[config.mk]
export PLATFORM = sky130hd
export DESIGN_NAME = domain_sequencer
export DESIGN_NICKNAME = d
export VERILOG_FILES = /design/src/rtl/domain_sequencer.sv
export SDC_FILE = /design/constraint.sdc
export NUM_CORES = 1
export LEC_CHECK = 0
export ABC_CLOCK_PERIOD_IN_PS = 1900
export CAP_MARGIN = 5
export CORE_ASPECT_RATIO = 0.9
export CORE_MARGIN = 2
export CORE_UTILIZATION = 44
export CTS_BUF_LIST = sky130_fd_sc_hd__clkbuf_4 sky130_fd_sc_hd__clkbuf_8
export CTS_CLUSTER_SIZE = 12
export DETAILED_ROUTE_END_ITERATION = 8
export GPL_ROUTABILITY_DRIVEN = 0
export PLACE_DENSITY = 0.79
export SYNTH_ARGS = -nofsm -noshare
export SYNTH_HDL_FRONTEND = slang
export SYNTH_SLANG_ARGS = --single-unit
[constraint.sdc]
create_clock -name clk -period 1.9 [get_ports clk]
set_input_delay 0.38 -clock clk [delete_from_list [all_inputs] [get_ports clk]]
set_output_delay 0.38 -clock clk [all_outputs]
set_load 0.01 [all_outputs]
[src/rtl/domain_sequencer.sv]
// ============================================================================
//  Module   : domain_sequencer
//  Purpose  : Multi-cycle instruction sequencer that reads operands from the
//             register bank, drives the ALU and writes results back.
//  Revision : 1.0
// ============================================================================
`default_nettype none

module domain_sequencer #(
   parameter int REG_W = 8,
   parameter int SEL_W = 6,
   parameter int CNT_W = 16
) (
   input  logic             clk,
   input  logic             reset,
   input  logic [23:0]      instr,
   input  logic             instr_valid,
   output logic             instr_ready,
   output logic [SEL_W-1:0] rf_sel,
   input  logic [REG_W-1:0] rf_rdata,
   output logic             rf_we,
   output logic [REG_W-1:0] rf_wdata,
   output logic [2:0]       alu_op,
   output logic [REG_W-1:0] alu_a,
   output logic [REG_W-1:0] alu_b,
   input  logic [REG_W-1:0] alu_result,
   output logic             busy,
   output logic             err,
   output logic [CNT_W-1:0] retired
);

   typedef enum logic [2:0] {
      IDLE = 3'd0,
      RD_A = 3'd1,
      RD_B = 3'd2,
      EXEC = 3'd3,
      WB   = 3'd4
   } state_t;

   localparam logic [3:0] c_op_ldi = 4'h8;
   localparam logic [3:0] c_op_mov = 4'h9;
   localparam logic [3:0] c_op_nop = 4'hF;

   state_t           r_state;
   logic [3:0]       r_op;
   logic [5:0]       r_rd;
   logic [5:0]       r_rs;
   logic [7:0]       r_imm;
   logic [REG_W-1:0] r_a;
   logic [REG_W-1:0] r_b;
   logic             r_err;
   logic [CNT_W-1:0] r_retired;

   logic [3:0]       w_op;
   logic [5:0]       w_rd;
   logic [5:0]       w_rs;

   assign w_op = instr[23:20];
   assign w_rd = instr[19:14];
   assign w_rs = instr[13:8];

   assign instr_ready = (r_state == IDLE) && !reset;
   assign busy        = (r_state != IDLE);
   assign err         = r_err;
   assign retired     = r_retired;
   assign alu_op      = r_op[2:0];
   assign alu_a       = r_a;
   assign alu_b       = r_b;

   // ALU results pass straight through in WB so the write sees this cycle's operands.
   always_comb begin
      rf_wdata = '0;
      if (r_state == WB) begin
         if (r_op == c_op_ldi)
            rf_wdata = REG_W'(r_imm);
         else if (r_op == c_op_mov)
            rf_wdata = r_b;
         else
            rf_wdata = alu_result;
      end
   end

   always_ff @(posedge clk or posedge reset) begin
      if (reset) begin
         r_state   <= IDLE;
         r_op      <= '0;
         r_rd      <= '0;
         r_rs      <= '0;
         r_imm     <= '0;
         r_a       <= '0;
         r_b       <= '0;
         r_err     <= 1'b0;
         r_retired <= '0;
         rf_sel    <= '0;
         rf_we     <= 1'b0;
      end else begin
         case (r_state)
            IDLE: begin
               if (instr_valid) begin
                  r_op  <= w_op;
                  r_rd  <= w_rd;
                  r_rs  <= w_rs;
                  r_imm <= instr[7:0];
                  if (!w_op[3]) begin
                     r_state <= RD_A;
                     rf_sel  <= SEL_W'(w_rd);
                  end else if (w_op == c_op_mov) begin
                     r_state <= RD_B;
                     rf_sel  <= SEL_W'(w_rs);
                  end else if (w_op == c_op_ldi) begin
                     r_state <= WB;
                     rf_sel  <= SEL_W'(w_rd);
                     rf_we   <= 1'b1;
                  end else if (w_op == c_op_nop) begin
                     r_retired <= r_retired + CNT_W'(1);
                  end else begin
                     r_err <= 1'b1;
                  end
               end
            end
            RD_A: begin
               rf_sel  <= SEL_W'(r_rs);
               r_state <= RD_B;
            end
            RD_B: begin
               r_a     <= rf_rdata;
               r_state <= EXEC;
            end
            EXEC: begin
               r_b     <= rf_rdata;
               rf_sel  <= SEL_W'(r_rd);
               rf_we   <= 1'b1;
               r_state <= WB;
            end
            WB: begin
               rf_we     <= 1'b0;
               r_retired <= r_retired + CNT_W'(1);
               r_state   <= IDLE;
            end
            default: begin
               rf_we   <= 1'b0;
               r_state <= IDLE;
            end
         endcase
      end
   end

endmodule

`default_nettype wire

---- After elaboration in Yosys (flattened, before gate mapping) ----
Cells that the tools add are included.
word-level totals
  bits in writable memories ............... 0
  register bits after elaboration ......... 67
  memories ................................ 0
  ROM bits ................................ 0
  output and inout bits ................... 53
  bits of input ports ..................... 43
  logic and storage cells ................. 69
  latch bits .............................. 0
cells by class
  reductions and logical operators ........ 13
  equality and inequality tests ........... 16
  div/mod/pow operators ................... 0
  bitwise logic cells ..................... 4
  shift operators ......................... 0
  add/sub/neg operators ................... 1
  order comparisons ....................... 0
  multiplexer cells ....................... 24
  multiply operators ...................... 0
operator list
  kind                     number
  $mux W16                 5
  $pmux W16 S2             1
  $mux W6                  4
  $mux W8                  3
  $eq A4 B4 Y1 const B     5
  $pmux W6 S3              1
  $add A16 B1 Y16 const B  1
  $mux W3                  4
  $pmux W3 S4              1
  $reduce_and A6 Y1        2
  $ne A2 B2 Y1 const B     4
  $eq A3 B2 Y1 const B     2
  $reduce_bool A3 Y1       2
  $reduce_and A5 Y1        1
  $mux W1                  4
  $ne A2 B1 Y1 const B     2
  $ne A4 B2 Y1 const B     1
  $not A1 Y1               4
  $reduce_and A2 Y1        2
  $eq A3 B1 Y1 const B     1
  $eq A3 B3 Y1 const B     1
  $logic_not A3 Y1         1
  $pmux W1 S3              1
  $reduce_and A3 Y1        1
  other kinds (4)          4

---- Depth between registers and ports, before layout ----
  depth after elaboration ................. 7
  gate-level depth with buffers ........... 7
  depth with buffers taken out ............ 5

---- Worst setup path before layout ----
No wires, ideal clock.
  kind .................................... reg2out
  start ................................... reg r_op[1]
  end ..................................... out rf_wdata[5]
  data required time ...................... 1520 ps
  path slack .............................. 88 ps
  data arrival time ....................... 1432 ps
  stages on the path, launching flop included .. 5
  path buffers ............................ 1
  cells stage by stage .................... dfrtp_1 > nor3b_2 > clkbuf_1 > nor2_1 > a211oi_1
on the way
  cells in the longest elaborated chain, start to end .. 4
  elaborated cells between the ends (all ways) .. 5
  those cells by class .................... 2 x eq/ne; 3 x mux
ends and longest elaborated chain
  element                   RTL line  source
  start: declaration        45        logic [3:0] r_op;
  start signal: assignment  100       r_op <= w_op;
  $eq A4 B4 Y1              76        else if (r_op == c_op_mov)
  $mux W8                   76
  $mux W8 (*)               74        if (r_op == c_op_ldi)
  $mux W8 (*)               73        if (r_state == WB) begin
  end: declaration          22        output logic [REG_W-1:0] rf_wdata,
Every way passes the cells marked *; elsewhere a longest branch is shown, timed or not.

---- Worst setup path in the final report ----
  start ................................... reg r_op[1]
  end ..................................... out rf_wdata[3]
The elaborated chain is that of the path after synthesis.

==> metrics.txt <==
# TYPE chip_impl_metric gauge
chip_impl_metric{name="first_global_vias",unit=""} 2464
chip_impl_info{name="rsz_0062_raised_after_global_routing",value="true"} 1
chip_impl_metric{name="syn_to_final_growth",unit="%"} 46.4
chip_impl_metric{name="finalNetCount",unit=""} 413
chip_impl_metric{name="postLayoutSetupSlackWorst",unit="ns"} -0.0951
chip_impl_metric{name="asyncSetResetFlopFracSynth",unit=""} 1.00
chip_impl_metric{name="drt_pass1_iterations",unit=""} 4
chip_impl_metric{name="ys_warn_count",unit=""} 0
chip_impl_metric{name="crit_buf_inv",unit=""} 2
chip_impl_info{name="most_frequent_cells_after_synthesis",value="sky130_fd_sc_hd__dfrtp_1 (67), sky130_fd_sc_hd__mux2_2 (41), sky130_fd_sc_hd__a211oi_1 (22)"} 1
chip_impl_metric{name="maxCapViolCount",unit=""} 0
chip_impl_metric{name="grt_max_degree",unit=""} 68
chip_impl_metric{name="total_leakage_power",unit="nW"} 1.95
chip_impl_metric{name="finalHoldViolations",unit=""} 0
chip_impl_metric{name="timing.critical_path.arrival",unit="ns"} 1.62
chip_impl_metric{name="drtIter0Drc",unit=""} 47
chip_impl_metric{name="detailedPlacementHpwl",unit="µm"} 4960
chip_impl_metric{name="core_area",unit="µm²"} 7000
chip_impl_metric{name="tritoncts_num_sinks",unit=""} 67
chip_impl_metric{name="post_synth_inst_count",unit=""} 248
chip_impl_metric{name="clock_tree.htree_level_count",unit=""} 3
chip_impl_metric{name="dpl_worst_slack",unit="ns"} -0.188
chip_impl_metric{name="initial_core_util",unit=""} 0.452
chip_impl_metric{name="final.hold.worst_slack",unit="ns"} 0.475
chip_impl_metric{name="num_antenna_cells",unit=""} 0
chip_impl_metric{name="seq_area_frac_synth",unit=""} 0.530
chip_impl_metric{name="clkLatencyLatePin",unit="ns"} 0.33
chip_impl_metric{name="share_of_the_synthesized_area_in_the_top_cell_type",unit=""} 0.530
chip_impl_info{name="cp_cell_sequence",value="nor3b_4, buf_6, nor2_1, a211oi_2, buf_2"} 1
chip_impl_metric{name="finalCriticalPeriod",unit="ns"} 2.00
chip_impl_info{name="result_of_the_run",value="finished, violations left"} 1
chip_impl_metric{name="drc",unit=""} 0
chip_impl_metric{name="timing.final.setup_violations",unit=""} 8
chip_impl_metric{name="postCtsHoldBufs",unit=""} 0
chip_impl_metric{name="dr_total_vias",unit=""} 2413
chip_impl_metric{name="slew_violations",unit=""} 0
chip_impl_metric{name="stdcell_area",unit="µm²"} 4630
chip_impl_metric{name="synth_xor_xnor_area_share",unit=""} 0.0415
chip_impl_info{name="synthTopCellsByArea",value="sky130_fd_sc_hd__dfrtp_1 (53%), sky130_fd_sc_hd__mux2_2 (15%), sky130_fd_sc_hd__a211oi_1 (5.2%)"} 1
chip_impl_metric{name="antenna_found_initial",unit=""} 0
chip_impl_metric{name="floorplan.rows",unit=""} 29
chip_impl_metric{name="via_per_inst",unit=""} 5.17
chip_impl_metric{name="power_density",unit="nW/µm²"} 1480
chip_impl_info{name="worstSetupEndpointType",value="primary output"} 1
chip_impl_info{name="critical_path.top_delay_family",value="flip-flops"} 1
chip_impl_metric{name="detailed_place.area",unit="µm²"} 4340
chip_impl_metric{name="cts-buffers-inserted",unit=""} 9
chip_impl_metric{name="critical_path.max_stage_delay",unit="ns"} 0.41
chip_impl_metric{name="critical_path_required",unit="ns"} 1.52
chip_impl_metric{name="ioPinCount",unit=""} 96
chip_impl_metric{name="vdd.ir_drop.worst",unit="V"} 0.000933
chip_impl_info{name="violations",value="setup timing"} 1
chip_impl_metric{name="routed_wl",unit="µm"} 7440
chip_impl_metric{name="worst_slew_pin_slew",unit="ns"} 0.571
chip_impl_metric{name="cp_max_fanout",unit=""} 7
chip_impl_info{name="rr_startpoint",value="r_state[1]"} 1
chip_impl_metric{name="fin_crit_sh",unit=""} 1.05
chip_impl_metric{name="layout-drive-gt1-share",unit=""} 0.321
chip_impl_metric{name="die-area",unit="µm²"} 7880
chip_impl_metric{name="die_height",unit="µm"} 84.4
chip_impl_metric{name="avgRoutedWirePerCell",unit="µm"} 15.9
chip_impl_metric{name="grt.overflow.total",unit=""} 0
chip_impl_info{name="nature_of_the_critical_path_startpoint",value="flip-flop"} 1
chip_impl_info{name="largest_family_of_logic_cells_by_synthesized_area",value="multiplexers"} 1
chip_impl_metric{name="synth-compound-area-share",unit=""} 0.0886
chip_impl_metric{name="synth.cell_area",unit="µm²"} 3160
chip_impl_info{name="synth.largest_area_cell",value="sky130_fd_sc_hd__dfrtp_1"} 1
chip_impl_metric{name="chipWidth",unit="µm"} 93.4
chip_impl_info{name="yosys.cell_count.top_type",value="sky130_fd_sc_hd__dfrtp_1"} 1
chip_impl_metric{name="track_usage",unit=""} 0.198
chip_impl_metric{name="ys_seq_elements",unit=""} 67
chip_impl_info{name="hp-start",value="rf_sel[5]"} 1
chip_impl_metric{name="top_achievable_clock_speed",unit="GHz"} 0.501
chip_impl_metric{name="post_synth_and_or_nand_nor_area_fraction",unit=""} 0.107
chip_impl_metric{name="fin_setup_tns",unit="ns"} -0.339
chip_impl_metric{name="synth-edff-count",unit=""} 0
chip_impl_metric{name="clock-skew-final",unit="ns"} 0.00985
chip_impl_metric{name="global_route_wire_length_before_repair",unit="µm"} 12300
chip_impl_metric{name="cts_max_path_buffers",unit=""} 2
chip_impl_metric{name="io_buffer_count",unit=""} 95
chip_impl_metric{name="postRouteAntennaNets",unit=""} 0
chip_impl_metric{name="distinct_cell_type_count_after_synthesis",unit=""} 37
chip_impl_info{name="cts_tree",value="built"} 1
chip_impl_info{name="min-delay-path-class",value="reg -> reg"} 1
chip_impl_metric{name="post_synth_fa_ha_maj_area_fraction",unit=""} 0.00396
chip_impl_metric{name="synth_area_per_cell",unit="µm²"} 12.8
chip_impl_metric{name="slew_headroom",unit=""} 0.618
chip_impl_metric{name="fillers",unit=""} 542
chip_impl_metric{name="synth.area.mux_share",unit=""} 0.190
chip_impl_info{name="critPathKind",value="reg -> out"} 1
chip_impl_info{name="timing.critical_path.from",value="r_op[1]"} 1
chip_impl_metric{name="synth.net_count",unit=""} 292
chip_impl_info{name="clock_tree.root_cell",value="sky130_fd_sc_hd__clkbuf_8"} 1
chip_impl_metric{name="clk_pin_slew_worst_paths",unit="ns"} 0.07
chip_impl_info{name="synth_flop_cell",value="sky130_fd_sc_hd__dfrtp_1"} 1
chip_impl_info{name="crit_slowest_cell",value="sky130_fd_sc_hd__dfrtp_1"} 1
==> registers in the layout, indices dropped and copies added (netlist names) <==
name / cells
r_rd: 6
rf_sel: 6
retired: 16
alu_b: 8
alu_a: 8
r_state: 3
rf_we: 1
r_op: 4
err: 1
r_imm: 8
r_rs: 6
==> where the power goes <==
group          switching [mW]  internal [mW]  leakage [nW]
logic                    1.42           1.98          1.04
registers               0.396           2.04         0.817
clock network           0.524          0.496        0.0859
==> kinds of logic after synthesis <==
kind of cell             count (synthesis)
buffers and inverters                   19
XOR/XNOR                                15
flip-flops                              67
AO/OA/AOI/OAI                           36
multiplexers                            55
AND/OR/NAND/NOR                         55
adder cells (fa/ha/maj)                  1
==> what timing repair did <==
action | 4_1_cts | 5_1_grt
pin swaps | 10 | 9
cloned | 2 | 0
buffers inserted | 4 | 3
resized for setup | 58 | 10
setup endpoints to repair | 10 | 11
==> final timing paths <==
kind                               end  slack [ns]  depth (start not counted)
setup / recovery           rf_wdata[3]        -0.1                          5
max in group asynchronous     r_imm[5]        1.00                          4
hold / removal               rf_sel[5]        0.48                          1
hold reg to reg              rf_sel[5]        0.48                          1
setup reg to reg               r_op[0]        0.10                          5
min in group asynchronous        rf_we        0.58                          4
==> final cells by class <==
class                           instances  area [µm²]  area share
Clock buffer                           11         139      0.0300
Sequential cell                        67        1680       0.362
Clock inverter                          5        30.0     0.00648
Multi-Input combinational cell        163        1460       0.315
Timing Repair Buffer                  126        1200       0.259
Tap cell                               93         116      0.0251
Inverter                                2        11.3     0.00243
==> routing by layer <==
layer	up-vias	share of wire	track usage	routed length (µm)
li1	1149	-	-	-
met1	1183	0.44	0.263	3270
met2	70	0.49	0.326	3660
met3	11	0.050	0.0458	374
met4	0	0.017	0.0602	130
met5	-	0	0	0
==> cells in the final DEF (no fill, tap or decap), drive strengths merged, types with 2 or more instances in the layout <==
master         instances
or3b                   2
nand3                  4
clkbuf                11
nor3                   2
or3                    2
dfrtp                 67
nor3b                  3
mux2i                 14
clkinvlp               3
clkinv                 3
xnor2                 14
a21o                   6
a211oi                22
buf                   41
nor2                  10
nand4                  9
and3                   6
nand2                  6
nor2b                  6
mux2                  41
clkdlybuf4s50         85
a21oi                  3
==> metrics by stage <==
step,power [mW],std cells,utilization
global route,7.31,467,0.661
floorplan,4.22,248,-
detailed placement,5.61,443,0.620
CTS,6.84,465,0.654
finish,6.86,467,0.661
global placement,5.52,443,0.620
Power figures use the tool's default switching activity.
